### config.mk
export PLATFORM = sky130hd
export DESIGN_NAME = voice_mix_scheduler
export DESIGN_NICKNAME = d
export VERILOG_FILES = /design/src/rtl/voice_mix_scheduler.sv
export SDC_FILE = /design/constraint.sdc
export NUM_CORES = 1
export LEC_CHECK = 0
export ABC_CLOCK_PERIOD_IN_PS = 10300
export BUFFER_PORTS_ARGS = -buffer_cell sky130_fd_sc_hd__buf_2
export CELL_PAD_IN_SITES_DETAIL_PLACEMENT = 0
export CELL_PAD_IN_SITES_GLOBAL_PLACEMENT = 1
export CORE_ASPECT_RATIO = 1.25
export CORE_MARGIN = 2
export CORE_UTILIZATION = 51
export DETAILED_ROUTE_END_ITERATION = 12
export PLACE_DENSITY_LB_ADDON = 0.1
export SYNTH_ARGS = -nofsm -noshare
export SYNTH_HDL_FRONTEND = slang
export SYNTH_SLANG_ARGS = --single-unit
### constraint.sdc
create_clock -name mclk -period 10.3 [get_ports mclk]
set_input_delay 1.545 -clock mclk [delete_from_list [all_inputs] [get_ports mclk]]
set_output_delay 1.545 -clock mclk [all_outputs]
set_load 0.005 [all_outputs]
### src/rtl/voice_mix_scheduler.sv
// voice_mix_scheduler: shares one synchronous sample-table read port among
// NUM_VOICES oscillator voices once per audio frame. Each enabled voice reads
// the table at the top bits of its phase accumulator. Its sample is scaled by
// volume/2^VOLUME_BITS, added into a wide accumulator, and the accumulator is
// saturated into a SAMPLE_BITS mix word for the I2S transmitter.
// Optional feature macro: VOICE_MIX_PHASE_RESET_EN. When it is defined, a
// disabled voice has its phase cleared to 0 in its slot.
module voice_mix_scheduler #(
    parameter int NUM_VOICES  = 4,
    parameter int SAMPLE_BITS = 16,
    parameter int ADDR_BITS   = 8,
    parameter int PHASE_BITS  = 16,
    parameter int VOLUME_BITS = 4
) (
    input  logic                                mclk,
    input  logic                                rst,
    input  logic                                frame_tick,
    input  logic [NUM_VOICES-1:0]               voice_en,
    input  logic [NUM_VOICES*PHASE_BITS-1:0]    voice_step,
    input  logic [NUM_VOICES*VOLUME_BITS-1:0]   voice_volume,
    output logic                                tbl_rd,
    output logic [ADDR_BITS-1:0]                tbl_addr,
    input  logic signed [SAMPLE_BITS-1:0]       tbl_data,
    output logic signed [SAMPLE_BITS-1:0]       mix_out,
    output logic                                mix_valid,
    output logic                                busy,
    output logic                                overrun
);

    localparam int ACC_BITS  = SAMPLE_BITS + $clog2(NUM_VOICES) + 1;
    localparam int PROD_BITS = SAMPLE_BITS + VOLUME_BITS + 1;
    localparam int VIDX_BITS = (NUM_VOICES > 1) ? $clog2(NUM_VOICES) : 1;
    localparam logic [VIDX_BITS-1:0] LAST_IDX = VIDX_BITS'(NUM_VOICES - 1);
    localparam logic signed [ACC_BITS-1:0] SAT_MAX =
        {{(ACC_BITS-SAMPLE_BITS+1){1'b0}}, {(SAMPLE_BITS-1){1'b1}}};
    localparam logic signed [ACC_BITS-1:0] SAT_MIN =
        {{(ACC_BITS-SAMPLE_BITS+1){1'b1}}, {(SAMPLE_BITS-1){1'b0}}};

    typedef enum logic [1:0] {IDLE, ISSUE, ACCUM, DONE} state_t;

    state_t                        state;
    logic [VIDX_BITS-1:0]          idx;
    logic signed [ACC_BITS-1:0]    acc;
    logic [PHASE_BITS-1:0]         phase     [NUM_VOICES];

    logic [NUM_VOICES-1:0]         en_snap;
    logic [PHASE_BITS-1:0]         step_snap [NUM_VOICES];
    logic [VOLUME_BITS-1:0]        vol_snap  [NUM_VOICES];

    logic signed [PROD_BITS-1:0]   prod;
    logic signed [ACC_BITS-1:0]    contrib;
    logic signed [ACC_BITS-1:0]    acc_sum;
    logic signed [SAMPLE_BITS-1:0] mix_sat;
    logic [VIDX_BITS-1:0]          next_idx;
    logic [ADDR_BITS-1:0]          first_addr;
    logic [ADDR_BITS-1:0]          next_addr;

    // Capture the voice settings at frame start so later input changes are ignored.
    // NOTE: snapshot registers have no reset; they are always written before they are read.
    always_ff @(posedge mclk) begin
        if (state == IDLE && frame_tick) begin
            en_snap <= voice_en;
            for (int v = 0; v < NUM_VOICES; v++) begin
                step_snap[v] <= voice_step[v*PHASE_BITS +: PHASE_BITS];
                vol_snap[v]  <= voice_volume[v*VOLUME_BITS +: VOLUME_BITS];
            end
        end
    end

    // Scale the current voice's sample, and form the next read address and the saturated mix.
    // NOTE: every always_comb output is given a value on every path, so no latch is inferred.
    always_comb begin
        prod       = PROD_BITS'($signed(tbl_data)) *
                     PROD_BITS'($signed({1'b0, vol_snap[idx]}));
        contrib    = ACC_BITS'(prod >>> VOLUME_BITS);
        acc_sum    = acc + contrib;
        next_idx   = idx + VIDX_BITS'(1);
        first_addr = phase[0][PHASE_BITS-1 -: ADDR_BITS];
        next_addr  = phase[next_idx][PHASE_BITS-1 -: ADDR_BITS];
        if (acc > SAT_MAX) begin
            mix_sat = SAMPLE_BITS'(SAT_MAX);
        end else if (acc < SAT_MIN) begin
            mix_sat = SAMPLE_BITS'(SAT_MIN);
        end else begin
            mix_sat = SAMPLE_BITS'(acc);
        end
    end

    // Frame sequencer: issue a read and accumulate it for each voice, then publish the mix.
    // NOTE: all state in this block uses non-blocking assignments, so every register sees values from before the edge.
    always_ff @(posedge mclk) begin
        if (rst) begin
            state     <= IDLE;
            idx       <= '0;
            acc       <= '0;
            mix_out   <= '0;
            mix_valid <= 1'b0;
            tbl_rd    <= 1'b0;
            tbl_addr  <= '0;
            busy      <= 1'b0;
            overrun   <= 1'b0;
            // NOTE: phases are architectural state, so the whole array is cleared by reset.
            for (int v = 0; v < NUM_VOICES; v++) begin
                phase[v] <= '0;
            end
        end else begin
            mix_valid <= 1'b0;
            if (frame_tick && state != IDLE) begin
                overrun <= 1'b1;
            end
            case (state)
                IDLE: begin
                    if (frame_tick) begin
                        acc    <= '0;
                        idx    <= '0;
                        busy   <= 1'b1;
                        tbl_rd <= voice_en[0];
                        if (voice_en[0]) begin
                            tbl_addr <= first_addr;
                        end
                        state <= ISSUE;
                    end
                end
                ISSUE: begin
                    tbl_rd <= 1'b0;
                    state  <= ACCUM;
                end
                ACCUM: begin
                    if (en_snap[idx]) begin
                        acc        <= acc_sum;
                        phase[idx] <= phase[idx] + step_snap[idx];
                    end
`ifdef VOICE_MIX_PHASE_RESET_EN
                    else begin
                        phase[idx] <= '0;
                    end
`endif
                    if (idx == LAST_IDX) begin
                        state <= DONE;
                    end else begin
                        idx    <= next_idx;
                        tbl_rd <= en_snap[next_idx];
                        if (en_snap[next_idx]) begin
                            tbl_addr <= next_addr;
                        end
                        state <= ISSUE;
                    end
                end
                DONE: begin
                    mix_out   <= mix_sat;
                    mix_valid <= 1'b1;
                    busy      <= 1'b0;
                    state     <= IDLE;
                end
                default: state <= IDLE;
            endcase
        end
    end

endmodule
Word-level counts from Yosys, hierarchy flattened. Memories as Yosys holds them, arrays and structs flattened. A register that Yosys moved wholly into a read port is not among the register bits. Index checks and enable logic that the tools add are counted.

Bits in registers: 55. RAM bits: 144. Input port bits: 103. Memories: 3.

Add/subtract/negate cells: 3. $mul: 1. $lt $le $gt $ge: 4. Eq/ne operators: 9. Multiplexer cells: 43. Reductions and logical operators: 13.

Memory list: phase (depth 4, bits a word 16, read ports 3, clocked after memory_dff 1, wr ports 4, RTL line 44) `logic [PHASE_BITS-1:0] phase [NUM_VOICES];`; step_snap (depth 4, bits a word 16, read ports 1, clocked after memory_dff 1, wr ports 4, RTL line 47) `logic [PHASE_BITS-1:0] step_snap [NUM_VOICES];`; vol_snap (depth 4, bits a word 4, read ports 1, clocked after memory_dff 1, wr ports 4, RTL line 48) `logic [VOLUME_BITS-1:0] vol_snap [NUM_VOICES];`.

Operators by type and width (count): $mux 16 (3); $mux 19 (2); $pmux 19 s2 (1); $mux 8 (4); $mux 2 (11); $mul 16x5->21 (1); $add 19x17->19 (1); $gt 19x16->1 const B (1); $lt 19x16->1 const B (1); $add 16x16->16 (1); $pmux 8 s2 (1); $reduce_or 16->1 (1); $mux 1 (15); $ne 2x2->1 const B (5); $reduce_and 3->1 (3); $pmux 2 s4 (1); $eq 2x2->1 const B (3); $lt 2x3->1 const B (2); $reduce_bool 2->1 (3); $reduce_and 5->1 (1); $bmux 1 s2 (2); $pmux 2 s2 (1); $pmux 1 s3 (1); $reduce_bool 3->1 (1); other kinds (6) (7).

Depth between registers and ports, before layout.
Depth in word-level cells: 8. Depth in mapped cells: 29. Depth with buffers taken out: 27.

Worst setup path before layout. No wires, ideal clock.

Path type: input to register. From: in tbl_data[3]. To: reg acc[18]. Setup time: 0.123 ns. Data arrival time: 6.681 ns. Data required time: 10.177 ns. Setup slack: 3.496 ns. Stages: 26. Path buffers: 0. Cells stage by stage: and2_1 -> ha_1 -> fa_1 -> inv_1 -> fa_1 -> inv_1 -> ha_1 -> o311a_1 -> o21ai_0 -> o211ai_2 -> or2_2 -> and2_1 -> o21a_1 -> o21a_1 -> nor2_1 -> xnor2_1 -> ha_1 -> o21a_1 -> a21oi_1 -> a21o_1 -> o211ai_1 -> o41ai_1 -> o21ai_0 -> xor3_1 -> a21oi_1 -> o22ai_1.

Word-level cells in the longest chain between the ends: 4.

Ends and longest elaborated chain: start, declared (RTL line 23) `input logic signed [SAMPLE_BITS-1:0] tbl_data,`; $mul 16x5->21 (RTL line 73) `prod = PROD_BITS'($signed(tbl_data)) *`; $add 19x17->19 (RTL line 76) `acc_sum = acc + contrib;`; $mux 19 (RTL line 129) `if (en_snap[idx]) begin`; $pmux 19 s2 (RTL line 111) `case (state)`; end signal, assigned (RTL line 130) `acc <= acc_sum;`; end, declared (RTL line 43) `logic signed [ACC_BITS-1:0] acc;`.

No other way between the ends. The select of a mux whose other input is x is not followed. A chain may end at the register's enable or synchronous reset.

==> results by group <==
Critical path
  – Critical Path Sink Type: flip-flop
  – Worst Path Arrival: between 7000 and 8000 ps
  – Critical Path Source Type: flip-flop
  – Reg2reg setup slack: 3140 ps
  – Critical path peak fanout: 35
  – Required time worst endpoint: about 11000 ps
  – Reg2reg end: acc[17]$_SDFFE_PP0P_
  – Crit Path Class: reg2reg
  – Crit path capture: acc[17]$_SDFFE_PP0P_
  – Reg2Reg Depth: 27

Logic synthesis
  – Async SR Flop Fraction: 0
  – Mapped Cells: just over 1000
  – Post-synth net total: between 1000 and 1500
  – Dominant synthesized flop cell: edfxtp_1
  – Most frequent cell after synthesis: edfxtp_1
  – Post-synth top area cell: edfxtp_1
  – Synthesized area: roughly 12000 um2
  – Top cell type's share of synthesized area: 0.382
  – Number of flops mapped to enable cells by yosys: about 150
  – Synth warn: 0
  – Netlist cell types: 60
  – Synth top area cells: edfxtp_1 (38%), dfxtp_1 (9.1%), ha_1 (8.1%)
  – Mean Syn Cell Area: between 10 and 15 um2
  – Post-synthesis sequential area ratio: 0.474
  – Register bit total from synthesis: between 200 and 250
  – Post-synth top cells: edfxtp_1 (148), nor2_1 (122), inv_1 (94), ha_1 (75), a21oi_1 (61)

Power
  – Pwr Total: around 0.0027 W
  – Switching part of the total: 0.325
  – Seq pwr share: 0.360
  – VDD IR max: 143 uV
  – Leakage: about 5.6 nW
  – Comb power frac: 0.332
  – Pwr Density: about 200 nW/um2
  – Pint: 0.00181 W
  – NetSw: a little under 0.0009 W
  – Clk pwr share: 0.308

Clock tree
  – CTS Buf Count: 22
  – Cts hold-fix bufs: 0
  – Worst skew pair latency: approximately 520 ps
  – Clock Path Buffers: 3
  – CTS Root Cell: clkbuf_16
  – CTS Sinks: ~200
  – Worst-path clk slew: around 70 ps
  – CTS resizes: 0
  – H-tree levels: 1
  – CTS tree: yes
  – Post-CTS setup buffer count: 0

GRT
  – Initial antenna violation count: 0
  – Largest net degree at the start of global routing: 66
  – Grt total ovfl: 0
  – Vias in the first global route: around 8000
  – First-pass GRT wire length: 40500 um
  – Total Routing Usage GR: 0.210

Detailed routing
  – Drc violations: 0
  – Via/cell ratio: between 5 and 6
  – Initial DRC count: ~370
  – Pre-Repair DR Iteration Count: 4
  – Via count: between 8000 and 9000
  – Routed WL: around 25000 um
  – Post-route ant nets: 0
  – DR WL/cell: roughly 18 um

Final layout
  – Final nets: 1362
  – Post-Route Utilization: 0.597
  – Area growth syn-to-layout: 14.5%
  – N_diodes: 0
  – Design Area, Final: 13300 um2
  – Layout cells sized above 1: 0.193

Floorplanning
  – # IOs: between 100 and 150
  – Initial Util: 0.522
  – Die Wd: about 140 um
  – Die height: 173 um
  – Die area: approximately 24000 um2
  – Rows: 61
  – Core area: approximately 22000 um2

Placed design
  – Placed cell areas: roughly 13000 um2
  – Port bufs: 130
  – Final Wtd Congestion: around 0.83
  – Setup WS pre-CTS: just under 3000 ps
  – Dpl hpwl: ~18000 um

STA
  – Post-route minimum period: 7160 ps
  – Setup TNS: 0 ps
  – Final Hold Fails: 0
  – Fmax: ~0.14 GHz
  – Slew headroom: 0.282
  – Max Slew Vio Count: 0
  – Unrepaired setup endpoints after global routing: false
  – Final period util: 0.695
  – Clock skew: about 32 ps
  – Worst Slack Setup Final: between 3000 and 4000 ps
  – Worst-margin pin slew: 1080 ps
  – Final setup fails: 0

Min path
  – Worst min path class: reg2reg
  – Hold Path Depth: 2

Run
  – Max Cap Violations: 0

Run status
  – Status: finished, final reports clean
## worst max-delay path: stages (launching register included)
cell and delay [ps]:
dfxtp_2 310, buf_4 490, mux4_2 560, and2_1 220, ha_1 270, inv_1 50, fa_1 520, fa_1 550
inv_1 40, ha_1 330, o21a_1 220, o21ai_0 180, o211ai_2 140, or2_2 310, and2_1 190, o21a_1 200
o21a_1 190, o211ai_1 150, a31oi_1 100, ha_1 350, nand2_1 60, o21ai_0 320, or3_1 160, o21ai_0 110
o21ai_0 320, a31oi_1 150, or4_1 410, a31oi_1 160
## area by class of cell
cell class	instances	area, um2
Multi-Input combinational cell	696	5620
Tap cell	283	354
Inverter	94	353
Clock inverter	12	139
Timing Repair Buffer	135	688
Sequential cell	201	5510
Fill cell	1930	8980
Clock buffer	28	646
## power groups by stage
stage                     combinational (W)  sequential (W)  clock, W
after floorplan                    0.000686        0.000973         0
after global placement             0.000893        0.000981         0
after detailed placement           0.000899        0.000983         0
after CTS                          0.000902        0.000966  0.000845
after global routing                0.00100        0.000971  0.000873
final                              0.000891        0.000965  0.000827
## layer usage
| metal | global-route usage | vias to the layer above | part of all wire |
|---|---|---|---|
| met5 | 0 | - | 0 |
| met4 | 0.0783 | 0 | 0.031 |
| met3 | 0.0213 | 47 | 0.026 |
| met2 | 0.412 | 146 | 0.56 |
| met1 | 0.230 | 3884 | 0.38 |
| li1 | - | 3926 | - |
## how the worst min path moves through the flow
stage,to,start
after CTS,tbl_addr[5]$_SDFFE_PP0P_,tbl_addr[5]$_SDFFE_PP0P_
final,tbl_addr[5]$_SDFFE_PP0P_,tbl_addr[5]$_SDFFE_PP0P_
after floorplan,acc[0]$_SDFFE_PP0P_,acc[0]$_SDFFE_PP0P_
after detailed placement,tbl_addr[5]$_SDFFE_PP0P_,tbl_addr[5]$_SDFFE_PP0P_
after global placement,tbl_addr[5]$_SDFFE_PP0P_,tbl_addr[5]$_SDFFE_PP0P_
after global routing,tbl_addr[5]$_SDFFE_PP0P_,tbl_addr[5]$_SDFFE_PP0P_
## registers in the layout (all words and copies together), names as in the netlist, named ones only
register,cells
tbl_addr,8
tbl_rd,1
en_snap,4
mix_out,16
idx,2
step_snap,64
acc,19
state,2
overrun,1
busy,1
vol_snap,16
mix_valid,1
phase,64
## layout by cell type, fill, tap and decap left out, drive strengths merged, types with 4 or more instances in the layout
cell / n
xor2: 9
nor2b: 7
a31oi: 4
o21ai: 34
and2: 50
mux4: 37
and4: 4
a22oi: 17
a21o: 13
o211ai: 6
nor2: 122
a211oi: 5
a311o: 6
inv: 95
xnor2: 26
a21oi: 61
nor3: 13
clkinv: 9
ha: 75
o21bai: 7
nand3: 17
edfxtp: 148
o21a: 11
buf: 135
clkbuf: 28
nand2b: 24
a21boi: 4
dfxtp: 53
fa: 34
nand2: 57
or3: 7
## cell families (layout without fill, tap and decap cells)
group,after synthesis,count (layout),share of synthesized area
compound gates,188,188,0.106
xor+xnor,36,36,0.0284
fa+ha+maj,109,109,0.139
buf+inv,132,269,0.0433
flops,201,201,0.474
mux,42,42,0.0763
simple gates,321,321,0.133
## metrics by stage
step	hold WS, ps	instances
after CTS	458	1449
after detailed placement	449	1409
after global routing	470	1449
after floorplan	446	1029
after global placement	440	1409
final	461	1449
Note: power is estimated with default switching activity, not from simulation.
